[src/rtl/gelato_types.sv]
// ============================================================================
// Module      : gelato_types (package)
// Description : Shared GPU pipeline types: addresses, warp ids, thread masks,
//               instruction words and the instruction-buffer entry.
// Revision    : 1.0 - initial release
// ============================================================================
`default_nettype none

package gelato_types;

    localparam int c_addr_width   = 32;
    localparam int c_warp_width   = 3;
    localparam int c_thread_width = 32;
    localparam int c_inst_width   = 32;

    typedef logic [c_addr_width-1:0]   addr_t;
    typedef logic [c_warp_width-1:0]   warp_num_t;
    typedef logic [c_thread_width-1:0] thread_mask_t;
    typedef logic [c_inst_width-1:0]   inst_t;

    // Default number of entries in each per-warp instruction FIFO
    localparam int IBUF_DEPTH = 2;

    typedef struct packed {
        addr_t        pc;
        thread_mask_t thread_mask;
        inst_t        inst;
    } ibuf_entry_t;

endpackage

`default_nettype wire

[src/rtl/gelato_idecode_ibuffer_if.sv]
// ============================================================================
// Module      : gelato_idecode_ibuffer_if
// Description : I-Decode to instruction-buffer write channel. No back-pressure
//               wire: the producer watches the per-warp full flags instead.
// Revision    : 1.0 - initial release
// ============================================================================
`default_nettype none

interface gelato_idecode_ibuffer_if;
    import gelato_types::*;

    logic         valid;
    addr_t        pc;
    warp_num_t    warp_num;
    thread_mask_t thread_mask;
    inst_t        inst;

    modport master (output valid, pc, warp_num, thread_mask, inst);
    modport slave  (input  valid, pc, warp_num, thread_mask, inst);

endinterface

`default_nettype wire

[src/rtl/gelato_ibuffer_fifo.sv]
// ============================================================================
// Module      : gelato_ibuffer_fifo
// Description : Single-warp decoded-instruction FIFO. Push and pop may occur
//               together at full; flush clears pointers and count.
// Revision    : 1.0 - initial release
// ============================================================================
`default_nettype none

module gelato_ibuffer_fifo
    import gelato_types::*;
#(
    parameter int DEPTH = IBUF_DEPTH
) (
    input  logic        clk,
    input  logic        rst,
    input  logic        i_push,
    input  logic        i_pop,
    input  logic        i_flush,
    input  ibuf_entry_t i_wdata,
    output ibuf_entry_t o_rdata,
    output logic        o_full,
    output logic        o_empty
);

    localparam int c_ptr_w = $clog2(DEPTH);
    localparam int c_cnt_w = $clog2(DEPTH + 1);

    logic [c_ptr_w-1:0] r_rptr;
    logic [c_ptr_w-1:0] r_wptr;
    logic [c_cnt_w-1:0] r_count;
    ibuf_entry_t        r_mem [DEPTH];

    // Pointer and occupancy bookkeeping; flush wins over any same-cycle push/pop
    always_ff @(posedge clk or posedge rst) begin
        if (rst) begin
            r_rptr  <= '0;
            r_wptr  <= '0;
            r_count <= '0;
        end else if (i_flush) begin
            r_rptr  <= '0;
            r_wptr  <= '0;
            r_count <= '0;
        end else begin
            if (i_push) r_wptr <= r_wptr + c_ptr_w'(1);
            if (i_pop)  r_rptr <= r_rptr + c_ptr_w'(1);
            if (i_push && !i_pop)
                r_count <= r_count + c_cnt_w'(1);
            else if (!i_push && i_pop)
                r_count <= r_count - c_cnt_w'(1);
        end
    end

    // Entry storage; contents need no reset because the count gates visibility
    always_ff @(posedge clk) begin
        if (i_push && !i_flush) r_mem[r_wptr] <= i_wdata;
    end

    assign o_rdata = r_mem[r_rptr];
    assign o_full  = (r_count == c_cnt_w'(DEPTH));
    assign o_empty = (r_count == '0);

endmodule

`default_nettype wire

[src/rtl/gelato_ibuffer.sv]
// ============================================================================
// Module      : gelato_ibuffer
// Description : Per-warp decoded-instruction buffer with round-robin issue
//               arbiter and offer lock. Optional sticky overflow detection is
//               enabled by defining GELATO_IBUFFER_OVERFLOW_CHECK_EN.
// Revision    : 1.0 - initial release
// ============================================================================
`default_nettype none

module gelato_ibuffer
    import gelato_types::*;
#(
    parameter int NUM_WARPS = 8,
    parameter int DEPTH     = IBUF_DEPTH
) (
    input  logic                           clk,
    input  logic                           rst,
    gelato_idecode_ibuffer_if.slave        idecode,
    output logic [NUM_WARPS-1:0]           ibuf_full,
    output logic [NUM_WARPS-1:0]           ibuf_empty,
    input  logic [NUM_WARPS-1:0]           warp_stall,
    input  logic                           flush_valid,
    input  warp_num_t                      flush_warp,
    output logic                           out_valid,
    input  logic                           out_ready,
    output addr_t                          out_pc,
    output warp_num_t                      out_warp_num,
    output thread_mask_t                   out_thread_mask,
    output inst_t                          out_inst,
    output logic                           overflow_err
);

    warp_num_t            r_rr_ptr;
    warp_num_t            r_lock_warp;
    logic                 r_lock_vld;

    ibuf_entry_t          w_head [NUM_WARPS];
    ibuf_entry_t          w_wdata;
    logic [NUM_WARPS-1:0] w_push;
    logic [NUM_WARPS-1:0] w_pop;
    logic [NUM_WARPS-1:0] w_flush;
    logic [NUM_WARPS-1:0] w_elig;
    warp_num_t            w_rr_sel;
    warp_num_t            w_cand;
    warp_num_t            w_sel;
    logic                 w_found;
    logic                 w_lock_flushed;
    logic                 w_hs;

    assign w_wdata = '{pc: idecode.pc, thread_mask: idecode.thread_mask, inst: idecode.inst};

    generate
        for (genvar gi = 0; gi < NUM_WARPS; gi++) begin : g_warp
            assign w_flush[gi] = flush_valid && (flush_warp == warp_num_t'(gi));
            assign w_pop[gi]   = w_hs && (w_sel == warp_num_t'(gi));
            // A full FIFO still takes the write when its head leaves this cycle
            assign w_push[gi]  = idecode.valid && (idecode.warp_num == warp_num_t'(gi))
                                 && !w_flush[gi] && (!ibuf_full[gi] || w_pop[gi]);
            assign w_elig[gi]  = !ibuf_empty[gi] && !warp_stall[gi] && !w_flush[gi];

            gelato_ibuffer_fifo #(
                .DEPTH (DEPTH)
            ) u_fifo (
                .clk     (clk),
                .rst     (rst),
                .i_push  (w_push[gi]),
                .i_pop   (w_pop[gi]),
                .i_flush (w_flush[gi]),
                .i_wdata (w_wdata),
                .o_rdata (w_head[gi]),
                .o_full  (ibuf_full[gi]),
                .o_empty (ibuf_empty[gi])
            );
        end
    endgenerate

    // Round-robin search for the first eligible warp at or after r_rr_ptr
    always_comb begin
        w_found  = 1'b0;
        w_rr_sel = r_rr_ptr;
        w_cand   = r_rr_ptr;
        for (int i = 0; i < NUM_WARPS; i++) begin
            w_cand = r_rr_ptr + warp_num_t'(i);
            if (!w_found && w_elig[w_cand]) begin
                w_found  = 1'b1;
                w_rr_sel = w_cand;
            end
        end
    end

    // A locked offer ignores stall; only flushing that warp withdraws it
    assign w_sel          = r_lock_vld ? r_lock_warp : w_rr_sel;
    assign w_lock_flushed = r_lock_vld && w_flush[r_lock_warp];
    assign out_valid      = r_lock_vld ? !w_lock_flushed : w_found;
    assign w_hs           = out_valid && out_ready;

    assign out_pc          = w_head[w_sel].pc;
    assign out_thread_mask = w_head[w_sel].thread_mask;
    assign out_inst        = w_head[w_sel].inst;
    assign out_warp_num    = w_sel;

    // Arbiter pointer advance and offer lock hold/release
    always_ff @(posedge clk or posedge rst) begin
        if (rst) begin
            r_rr_ptr    <= '0;
            r_lock_vld  <= 1'b0;
            r_lock_warp <= '0;
        end else begin
            if (w_hs) r_rr_ptr <= w_sel + warp_num_t'(1);
            if (w_hs || w_lock_flushed) begin
                r_lock_vld <= 1'b0;
            end else if (out_valid && !out_ready) begin
                r_lock_vld  <= 1'b1;
                r_lock_warp <= w_sel;
            end
        end
    end

`ifdef GELATO_IBUFFER_OVERFLOW_CHECK_EN
    logic w_drop;
    logic r_overflow_err;

    assign w_drop = idecode.valid && ibuf_full[idecode.warp_num]
                    && !w_pop[idecode.warp_num] && !w_flush[idecode.warp_num];

    // Sticky record of any write lost to a full FIFO
    always_ff @(posedge clk or posedge rst) begin
        if (rst)
            r_overflow_err <= 1'b0;
        else if (w_drop)
            r_overflow_err <= 1'b1;
    end

    assign overflow_err = r_overflow_err;

`ifndef SYNTHESIS
    a_no_dropped_write: assert property (@(posedge clk) disable iff (rst) !w_drop)
        else $error("gelato_ibuffer: write to full warp %0d dropped", idecode.warp_num);
`endif
`else
    assign overflow_err = 1'b0;
`endif

endmodule

`default_nettype wire

[src/flat_wrapper.sv]
// flat-port wrapper written by rule: the top's interface ports become plain ports
module gelato_ibuffer_flat import gelato_types::*;
#(
    parameter int NUM_WARPS = 8,
    parameter int DEPTH     = IBUF_DEPTH
)
  (clk, rst, ibuf_full, ibuf_empty, warp_stall, flush_valid, flush_warp, out_valid, out_ready, out_pc, out_warp_num, out_thread_mask, out_inst, overflow_err, idecode_valid, idecode_pc, idecode_warp_num, idecode_thread_mask, idecode_inst);
  gelato_idecode_ibuffer_if idecode_i ();
  input  logic clk;
  input  logic rst;
  output logic [NUM_WARPS-1:0] ibuf_full;
  output logic [NUM_WARPS-1:0] ibuf_empty;
  input  logic [NUM_WARPS-1:0] warp_stall;
  input  logic flush_valid;
  input  warp_num_t flush_warp;
  output logic out_valid;
  input  logic out_ready;
  output addr_t out_pc;
  output warp_num_t out_warp_num;
  output thread_mask_t out_thread_mask;
  output inst_t out_inst;
  output logic overflow_err;
  input wire logic [$bits(idecode_i.valid)-1:0] idecode_valid;
  input wire logic [$bits(idecode_i.pc)-1:0] idecode_pc;
  input wire logic [$bits(idecode_i.warp_num)-1:0] idecode_warp_num;
  input wire logic [$bits(idecode_i.thread_mask)-1:0] idecode_thread_mask;
  input wire logic [$bits(idecode_i.inst)-1:0] idecode_inst;
  assign idecode_i.valid = idecode_valid;
  assign idecode_i.pc = idecode_pc;
  assign idecode_i.warp_num = idecode_warp_num;
  assign idecode_i.thread_mask = idecode_thread_mask;
  assign idecode_i.inst = idecode_inst;
  gelato_ibuffer #(.NUM_WARPS(NUM_WARPS), .DEPTH(DEPTH)) u_core (.clk(clk), .rst(rst), .idecode(idecode_i), .ibuf_full(ibuf_full), .ibuf_empty(ibuf_empty), .warp_stall(warp_stall), .flush_valid(flush_valid), .flush_warp(flush_warp), .out_valid(out_valid), .out_ready(out_ready), .out_pc(out_pc), .out_warp_num(out_warp_num), .out_thread_mask(out_thread_mask), .out_inst(out_inst), .overflow_err(overflow_err));
endmodule
[config.mk]
export PLATFORM = sky130hd
export DESIGN_NAME = gelato_ibuffer_flat
export DESIGN_NICKNAME = d
export VERILOG_FILES = /design/src/rtl/gelato_types.sv /design/src/rtl/gelato_idecode_ibuffer_if.sv /design/src/rtl/gelato_ibuffer_fifo.sv /design/src/rtl/gelato_ibuffer.sv /design/src/flat_wrapper.sv
export SDC_FILE = /design/constraint.sdc
export NUM_CORES = 2
export LEC_CHECK = 0
export CAP_MARGIN = 20
export CORE_ASPECT_RATIO = 1.75
export CORE_MARGIN = 2
export CORE_UTILIZATION = 56
export DETAILED_ROUTE_END_ITERATION = 16
export PLACE_DENSITY = 0.74
export SKIP_CTS_REPAIR_TIMING = 1
export SYNTH_ARGS = -nofsm -noshare
export SYNTH_HDL_FRONTEND = slang
export SYNTH_HIERARCHICAL = 1
export SYNTH_SLANG_ARGS = --single-unit
[constraint.sdc]
create_clock -name clk -period 15.25 [get_ports clk]
set_input_delay 1.525 -clock clk [delete_from_list [all_inputs] [get_ports clk]]
set_output_delay 1.525 -clock clk [all_outputs]
set_load 0.02 [all_outputs]
Yosys cells after proc, flatten, opt, wreduce, memory -nomap -nowiden

Memory sizes are Yosys's and may differ from the RTL's.
Cells that the tools add are included.
W data, S select, Z words.

Bitwise gates (word level): 2
$add $sub $neg: 40
Muxes and demuxes: 112
Equal/unequal tests: 29
$lt $le $gt $ge: 10
Reduce and logical (&&, ||, !) cells: 193

Operators with widths:

| operator              | count |
|---|---|
| $bmux W96 S3          | 1 |
| $mux W96              | 2 |
| $logic_and A1 B1 Y1   | 90 |
| $mux W1               | 68 |
| $logic_not A1 Y1      | 57 |
| $mux W2               | 24 |
| $eq A3 B3 Y1 const B  | 12 |
| $lt A3 B4 Y1 const B  | 9 |
| $reduce_bool A2 Y1    | 17 |
| $bmux W1 S3           | 9 |
| $mux W3               | 8 |
| $reduce_bool A3 Y1    | 8 |
| $eq A3 B2 Y1 const B  | 6 |
| $add A1 B1 Y1 const B | 16 |
| $add A2 B1 Y2 const B | 8 |
| $eq A2 B2 Y1 const B  | 8 |
| $logic_not A2 Y1      | 8 |
| $sub A2 B1 Y2 const B | 8 |
| $add A3 B3 Y3 const B | 4 |
| $eq A3 B1 Y1 const B  | 3 |
| $logic_not A3 Y1      | 3 |
| $logic_or A1 B1 Y1    | 9 |
| $add A3 B1 Y3 const B | 2 |
| $add A3 B2 Y3 const B | 2 |
| 4 further kinds       | 4 |

Memories: 8
Input bits: 115
Output and inout port bits: 117
Logic and storage cells: 421
RAM bits: 1,536
Register bits: 39

Memory list:

| memory                        | depth | width | rd ports | clocked after Yosys merged registers in | wr ports | RTL line                  | text |
|---|---|---|---|---|---|---|---|
| u_core.g_warp[0].u_fifo.r_mem | 2     | 96    | 1        | 0                                       | 1        | gelato_ibuffer_fifo.sv:31 | `ibuf_entry_t r_mem [DEPTH];` |
| u_core.g_warp[1].u_fifo.r_mem | 2     | 96    | 1        | 0                                       | 1        | gelato_ibuffer_fifo.sv:31 |  |
| u_core.g_warp[2].u_fifo.r_mem | 2     | 96    | 1        | 0                                       | 1        | gelato_ibuffer_fifo.sv:31 |  |
| u_core.g_warp[3].u_fifo.r_mem | 2     | 96    | 1        | 0                                       | 1        | gelato_ibuffer_fifo.sv:31 |  |
| u_core.g_warp[4].u_fifo.r_mem | 2     | 96    | 1        | 0                                       | 1        | gelato_ibuffer_fifo.sv:31 |  |
| u_core.g_warp[5].u_fifo.r_mem | 2     | 96    | 1        | 0                                       | 1        | gelato_ibuffer_fifo.sv:31 |  |
| 2 more memories               | n/a   | n/a   | n/a      | n/a                                     | n/a      | n/a                       |  |

Logic depth before layout (Yosys ltp)

Word-level depth: 38
Mapped depth: 24
Mapped depth without buffers: 19

Cells and area by module

Netlist, hierarchy kept.

By module, submodules not included:

| module              | times used | cells an instance | area each (um^2) |
|---|---|---|---|
| gelato_ibuffer_fifo | 8          | 321               | 7,258.2 |
| gelato_ibuffer      | 1          | 2,799             | 22,041.1 |

Least setup slack after synthesis

No wires, ideal clock.

Path kind: input to register
Start: input flush_warp[1]
End: memory u_core/g_warp[3].u_fifo/r_mem[0][0] (netlist bit), enable pin
Slack: 1.896 ns
Stages: 19
Path buffers: 4
Setup time: 0.691 ns
Required time: 14.559 ns
Data arrival time: 12.663 ns
Path through: buf_2 > and4b_4 > or3_1 > buf_2 > mux2_2 > mux4_2 > o32a_1 > nand2b_1 > a32oi_1 > o31ai_2 > inv_2 > buf_6 > buf_6 > and2_1 > ha_1 > and3_1 > nor2b_1 > nor4b_1 > nor3b_1

Longest elaborated chain between the ends: 36

Ends and longest elaborated chain:

| what                              | RTL line                  | text |
|---|---|---|
| start, declared                   | flat_wrapper.sv:15        | `input warp_num_t flush_warp;` |
| $eq A3 B3 Y1 (*)                  | gelato_ibuffer.sv:54      | `assign w_flush[gi] = flush_valid && (flush_warp == warp_num_t'(gi));` |
| $logic_and A1 B1 Y1 (*)           | gelato_ibuffer.sv:54      |  |
| net u_core.w_flush[6]             | gelato_ibuffer.sv:41      | `logic [NUM_WARPS-1:0] w_flush;` |
| $logic_not A1 Y1 (*)              | gelato_ibuffer.sv:59      | `assign w_elig[gi] = !ibuf_empty[gi] && !warp_stall[gi] && !w_flush[gi];` |
| $logic_and A1 B1 Y1 (*)           | gelato_ibuffer.sv:59      |  |
| $bmux W1 S3                       | gelato_ibuffer.sv:84      | `if (!w_found && w_elig[w_cand]) begin` |
| $mux W1 (not written as such)     | gelato_ibuffer.sv:84      |  |
| $mux W1                           | gelato_ibuffer.sv:84      |  |
| [... 22 more ...]                 | n/a                       |  |
| net out_warp_num[1]               | flat_wrapper.sv:19        | `output warp_num_t out_warp_num;` |
| [... 1 more ...]                  | n/a                       |  |
| $logic_and A1 B1 Y1 (*)           | gelato_ibuffer.sv:55      | `assign w_pop[gi] = w_hs && (w_sel == warp_num_t'(gi));` |
| net u_core.w_pop[3]               | gelato_ibuffer.sv:40      | `logic [NUM_WARPS-1:0] w_pop;` |
| $logic_or A1 B1 Y1 (*)            | gelato_ibuffer.sv:58      | `&& !w_flush[gi] && (!ibuf_full[gi] \|\| w_pop[gi]);` |
| $logic_and A1 B1 Y1 (*)           | gelato_ibuffer.sv:58      |  |
| net u_core.w_push[3]              | gelato_ibuffer.sv:39      | `logic [NUM_WARPS-1:0] w_push;` |
| $logic_and A1 B1 Y1 (*)           | gelato_ibuffer_fifo.sv:55 | `if (i_push && !i_flush) r_mem[r_wptr] <= i_wdata;` |
| $mux W1 (*)                       | gelato_ibuffer_fifo.sv:55 |  |
| $mux W1 (not written as such) (*) | gelato_ibuffer_fifo.sv:55 |  |
| end, declared                     | gelato_ibuffer_fifo.sv:31 |  |

Mark *: on every way through the listed nets, which the timed path passes. The rest lies on a longest branch. The select of a mux whose other input is x is not followed.

Worst setup path in the final report

Start: register u_core.r_rr_ptr[0]
End: output out_thread_mask[12]

Longest elaborated chain between the ends: 29

Ends and longest elaborated chain:

| what                                                                   | RTL line              | text |
|---|---|---|
| start, declared                                                        | gelato_ibuffer.sv:33  | `warp_num_t r_rr_ptr;` |
| start signal, assigned                                                 | gelato_ibuffer.sv:109 | `if (w_hs) r_rr_ptr <= w_sel + warp_num_t'(1);` |
| parallel branches: the longest is 23 deep, another holds $add A3 B1 Y3 | n/a                   |  |
| $mux W3 (*)                                                            | gelato_ibuffer.sv:84  |  |
| $mux W3 (*)                                                            | gelato_ibuffer.sv:92  | `assign w_sel = r_lock_vld ? r_lock_warp : w_rr_sel;` |
| $not A3 Y4 (not written as such) (*)                                   | gelato_ibuffer.sv:98  | `assign out_thread_mask = w_head[w_sel].thread_mask;` |
| $bmux W96 S3 (*)                                                       | gelato_ibuffer.sv:98  |  |
| $mux W96 (*) (2 in series)                                             | n/a                   |  |
| end, declared                                                          | flat_wrapper.sv:20    | `output thread_mask_t out_thread_mask;` |

Every way passes the cells marked *. The select of a mux whose other input is x is not followed.

==> summary by stage <==
CTS
The root buffer cell chosen for the clock tree is sky130_fd_sc_hd__clkbuf_16. The clock-pin slew on the worst setup and hold paths is 60 ps. The TritonCTS clock tree is done. The number of buffers on the longest clock path is 3. The later pin in the worst-skew pair is clocked with a latency of 780 ps. The H-tree level count is 4. The clock net sink count is 1575. In this run, CTS created clock tree buffers numbering 141.

Drt
The DRC violations left is 0. In the routed layout, each cell is associated on average with a via count of 6.89. After detailed routing, the average wire length per cell comes to 29.8 um. The routed layout has 50800 vias. The total detailed-routing wirelength is 219000 um.

In this run, the number of DRC markers left after iteration 0 of detailed routing was 4542. The first detailed-routing pass took 6 iterations. The count of nets left with antenna violations once routing finished came out at 0.

Global routing
The total overflow reported by the global router is 0. The maximum number of pins on one net before global-route repair is 213. The global-route wire length before repair is 323000 um. The initial antenna violation count is 19. The via count of the first global-routing pass is 51200. Global routing used 29.2% of the available tracks.

Floorplanning
During I/O placement, the number of pins put on the boundary was 232. The die covers 146000 um^2. The die is 504 um tall. The floorplan die width is 290 um. The total number of placement rows is 183. The core region is 142000 um^2. The initial utilization of the core area, before any placement, comes to 56.4%.

Critical path
STA classifies the critical path endpoint as a primary output. The startpoint class of the critical path is a flop. The type of the worst setup path is flop to primary output. The highest net fanout along the worst path is 137. The critical path required time is 13730 ps. The reg-to-reg critical path endpoint is u_core/g_warp[3].u_fifo/r_mem[0][56]. The beginning of the worst register-to-register path is u_core/r_rr_ptr[0].

The path depth of the worst reg2reg path is 19. The setup check on the worst reg-to-reg path leaves a slack of 5960 ps. The critical path data arrival time is 8210 ps.

Synth
A synthesized cell averages 14.9 um^2. The number of flip-flops and latches in the synthesized netlist is 1575. In this run, synthesis inferred 1536 flip-flops with an integrated enable.

The count of different cell masters after synthesis is 72. The number of nets in the synthesized netlist is 5486. The leading register cell type out of synthesis is sky130_fd_sc_hd__edfxtp_1. The sequential cell area fraction in the yosys report is 58.8%. The netlist area before placement is 80100 um^2.

The Yosys step of the flow raised 6 warnings. The post-synthesis async set-or-reset flop share is 2.48%. The gate count after technology mapping is 5367.

Timing
The period utilization is 63.9%. For the final routed database, the setup TNS stands at 0 ps. At the pin with the least slew margin, the transition time is 1080 ps.

The slack of the critical path is 5510 ps. The worst hold margin is 597 ps. The number of max-slew violations in the final report is 0. The worst-case clock skew is 21.1 ps. The final number of setup-violating endpoints is 0. Setup repair after global routing left no endpoint under its margin. The number of failing hold endpoints at the final stage was 0.

In this run the tightest slew margin relative to its limit is 27.7%. Static timing analysis puts the maximum clock frequency at 0.103 GHz. The clock period minus worst slack is 9740 ps.

Power
The completed layout was analyzed and its total power is 22.1 mW. The analysis attributes to cell leakage a power of 30.4 nW. IR analysis of the VDD net gives a maximum drop of 0.000398 V. The total power per unit cell area is 250 nW/um^2.

Placed design
Prior to clock tree synthesis, the placed netlist has a worst setup slack of 5560 ps. The post-placement cell count is 7099. The half-perimeter wire length after placement is 116000 um. The count of port buffers added during placement is 230. The placed instances occupy a cell area of 83500 um^2.

The congestion estimate from routability-driven global placement came to 0.837.

Cells and area
The area of all placed cells without fillers is 88100 um^2. The ratio of cells with drive above 1 in the final layout is 28.9%. The fraction of the core area covered by cells at the end of the flow is 62.1%. The final instance count without filler cells is 7365. Compared with the post-synthesis result, the final layout area differs by 9.96%. The final layout contains 5511 nets.

Hold path
The hold-critical path depth is 2. The worst hold path class is flop to flop. The launch instance of the worst min-delay path is u_core/g_warp[0].u_fifo/r_wptr. The path with the worst hold slack has its endpoint at u_core/g_warp[0].u_fifo/r_wptr.

Flow run
The total of max-cap violations is 0.

Outcome
The run finished with clean final reports.
-- flip-flops by register name (all words and copies together), names as in the netlist --
name / cells
u_core/r_rr_ptr: 3
u_core/g_warp.u_fifo/r_rptr: 8
u_core/g_warp.u_fifo/r_wptr: 8
u_core/r_lock_warp: 3
u_core/g_warp.u_fifo/r_mem: 1536
u_core/g_warp.u_fifo/r_count: 16
u_core/r_lock_vld: 1
-- cell usage after synthesis, types with 6 or more instances --
| master | number | area (um^2) |
|---|---|---|
| sky130_fd_sc_hd__mux4_2 | 6 | 135 |
| sky130_fd_sc_hd__inv_1 | 22 | 82.6 |
| sky130_fd_sc_hd__a21oi_1 | 9 | 45.0 |
| sky130_fd_sc_hd__nor3_1 | 21 | 105 |
| sky130_fd_sc_hd__dfrtp_1 | 39 | 976 |
| sky130_fd_sc_hd__o211ai_1 | 7 | 52.6 |
| sky130_fd_sc_hd__mux2_2 | 946 | 10700 |
| sky130_fd_sc_hd__or3_1 | 6 | 37.5 |
| sky130_fd_sc_hd__xnor2_1 | 18 | 158 |
| sky130_fd_sc_hd__nand3_1 | 23 | 115 |
| sky130_fd_sc_hd__a221oi_1 | 385 | 3370 |
| sky130_fd_sc_hd__nand2_1 | 408 | 1530 |
| sky130_fd_sc_hd__o22ai_1 | 392 | 2450 |
| sky130_fd_sc_hd__nor2b_1 | 14 | 87.6 |
| sky130_fd_sc_hd__nor2_1 | 49 | 184 |
| sky130_fd_sc_hd__and3b_1 | 16 | 140 |
| sky130_fd_sc_hd__mux2i_1 | 580 | 5810 |
| sky130_fd_sc_hd__edfxtp_1 | 1536 | 46100 |
| sky130_fd_sc_hd__mux2_4 | 310 | 4650 |
| sky130_fd_sc_hd__clkbuf_1 | 246 | 923 |
| sky130_fd_sc_hd__nor3b_1 | 24 | 180 |
| sky130_fd_sc_hd__and2_1 | 15 | 93.8 |
| sky130_fd_sc_hd__buf_2 | 102 | 510 |
| sky130_fd_sc_hd__xor2_1 | 11 | 96.3 |
| sky130_fd_sc_hd__nand4_1 | 7 | 43.8 |
| sky130_fd_sc_hd__buf_6 | 62 | 698 |
| sky130_fd_sc_hd__o21ai_0 | 13 | 65.1 |
| sky130_fd_sc_hd__buf_1 | 20 | 75.1 |
-- power by group --
group	internal (mW)	leakage [nW]	switching, mW	total [mW]
combinational	5.69	13.8	7.55	13.2
sequential	4.96	14.3	0.263	5.22
clock	2.01	2.23	1.58	3.59
-- kinds of logic after synthesis --
group	count (synthesis)	synth area share, %
xor gates and xnor gates	29	0.317
buffers and inverters	461	2.92
and+or+nand+nor	615	3.47
adders and majority gates	4	0.0625
AOI/OAI and AO/OA	839	7.89
other	1	0.00468
muxes	1843	26.5
DFF	1575	58.8
-- how the worst max path moves through the flow --
stage	startpoint	cells past startpoint	to	slack, ps
2_1_floorplan	flush_warp[1]	19	u_core/g_warp[3].u_fifo/r_mem[0][0]	1900
3_3_place_gp	flush_warp[0]	19	u_core/g_warp[3].u_fifo/r_mem[0][42]	5670
3_5_place_dp	flush_warp[0]	18	u_core/g_warp[3].u_fifo/r_mem[0][62]	5560
4_1_cts	u_core/r_rr_ptr[0]	15	out_thread_mask[25]	5580
5_1_grt	u_core/r_rr_ptr[0]	15	out_pc[23]	5360
6_report	u_core/r_rr_ptr[0]	14	out_thread_mask[12]	5510
-- routing by layer --
metal  track usage [%]  up-vias  part of all wire (%)
met3              3.85      510                   6.5
met2              51.6     2353                    51
met5                 0        -                 0.011
li1                  -    21600                     -
met1              35.2    26300                    38
met4              14.3        4                   4.1
-- worst max-delay path, cell delays in order, from the launching register on --
cell and delay [ps]:
sky130_fd_sc_hd__dfrtp_4 580, sky130_fd_sc_hd__clkinv_1 610, sky130_fd_sc_hd__ha_1 1050, sky130_fd_sc_hd__nand3b_1 210, sky130_fd_sc_hd__and2_1 290, sky130_fd_sc_hd__mux4_2 330, sky130_fd_sc_hd__o32a_2 190, sky130_fd_sc_hd__buf_12 440
sky130_fd_sc_hd__buf_4 770, sky130_fd_sc_hd__buf_12 620, sky130_fd_sc_hd__o22ai_1 190, sky130_fd_sc_hd__a221oi_1 630, sky130_fd_sc_hd__mux2i_1 160, sky130_fd_sc_hd__mux2_4 350, sky130_fd_sc_hd__clkdlybuf4s50_1 560
-- final cells by class --
type                            instances  area (um^2)
Inverter                               27          124
Sequential cell                      1575        47100
Tap cell                             1850         2310
Timing Repair Buffer                  316         3160
Clock inverter                         79          803
Antenna cell                           13         32.5
Multi-Input combinational cell       3331        30800
Fill cell                           10400        53900
Clock buffer                          174         3760
-- layout by cell type, fill, tap and decap left out, types with 7 or more instances in the layout --
cell type,count
sky130_fd_sc_hd__a21oi_1,9
sky130_fd_sc_hd__a221oi_1,385
sky130_fd_sc_hd__and2_1,15
sky130_fd_sc_hd__and3b_1,8
sky130_fd_sc_hd__and3b_4,8
sky130_fd_sc_hd__buf_12,15
sky130_fd_sc_hd__buf_4,70
sky130_fd_sc_hd__bufinv_16,15
sky130_fd_sc_hd__clkbuf_1,28
sky130_fd_sc_hd__clkbuf_16,146
sky130_fd_sc_hd__clkdlybuf4s50_1,230
sky130_fd_sc_hd__clkinv_1,33
sky130_fd_sc_hd__clkinv_2,20
sky130_fd_sc_hd__dfrtp_1,29
sky130_fd_sc_hd__dfrtp_4,10
sky130_fd_sc_hd__diode_2,13
sky130_fd_sc_hd__edfxtp_1,1536
sky130_fd_sc_hd__inv_1,22
sky130_fd_sc_hd__mux2_2,946
sky130_fd_sc_hd__mux2_4,310
sky130_fd_sc_hd__mux2i_1,579
sky130_fd_sc_hd__nand2_1,408
sky130_fd_sc_hd__nand3_1,23
sky130_fd_sc_hd__nand4_1,7
sky130_fd_sc_hd__nor2_1,49
sky130_fd_sc_hd__nor2b_1,14
sky130_fd_sc_hd__nor3_1,21
sky130_fd_sc_hd__nor3b_1,16
sky130_fd_sc_hd__nor3b_2,8
sky130_fd_sc_hd__o211ai_1,7
sky130_fd_sc_hd__o21ai_0,13
sky130_fd_sc_hd__o22ai_1,392
sky130_fd_sc_hd__xnor2_1,18
sky130_fd_sc_hd__xor2_1,11
No activity file was read; power rests on OpenSTA's default activity.
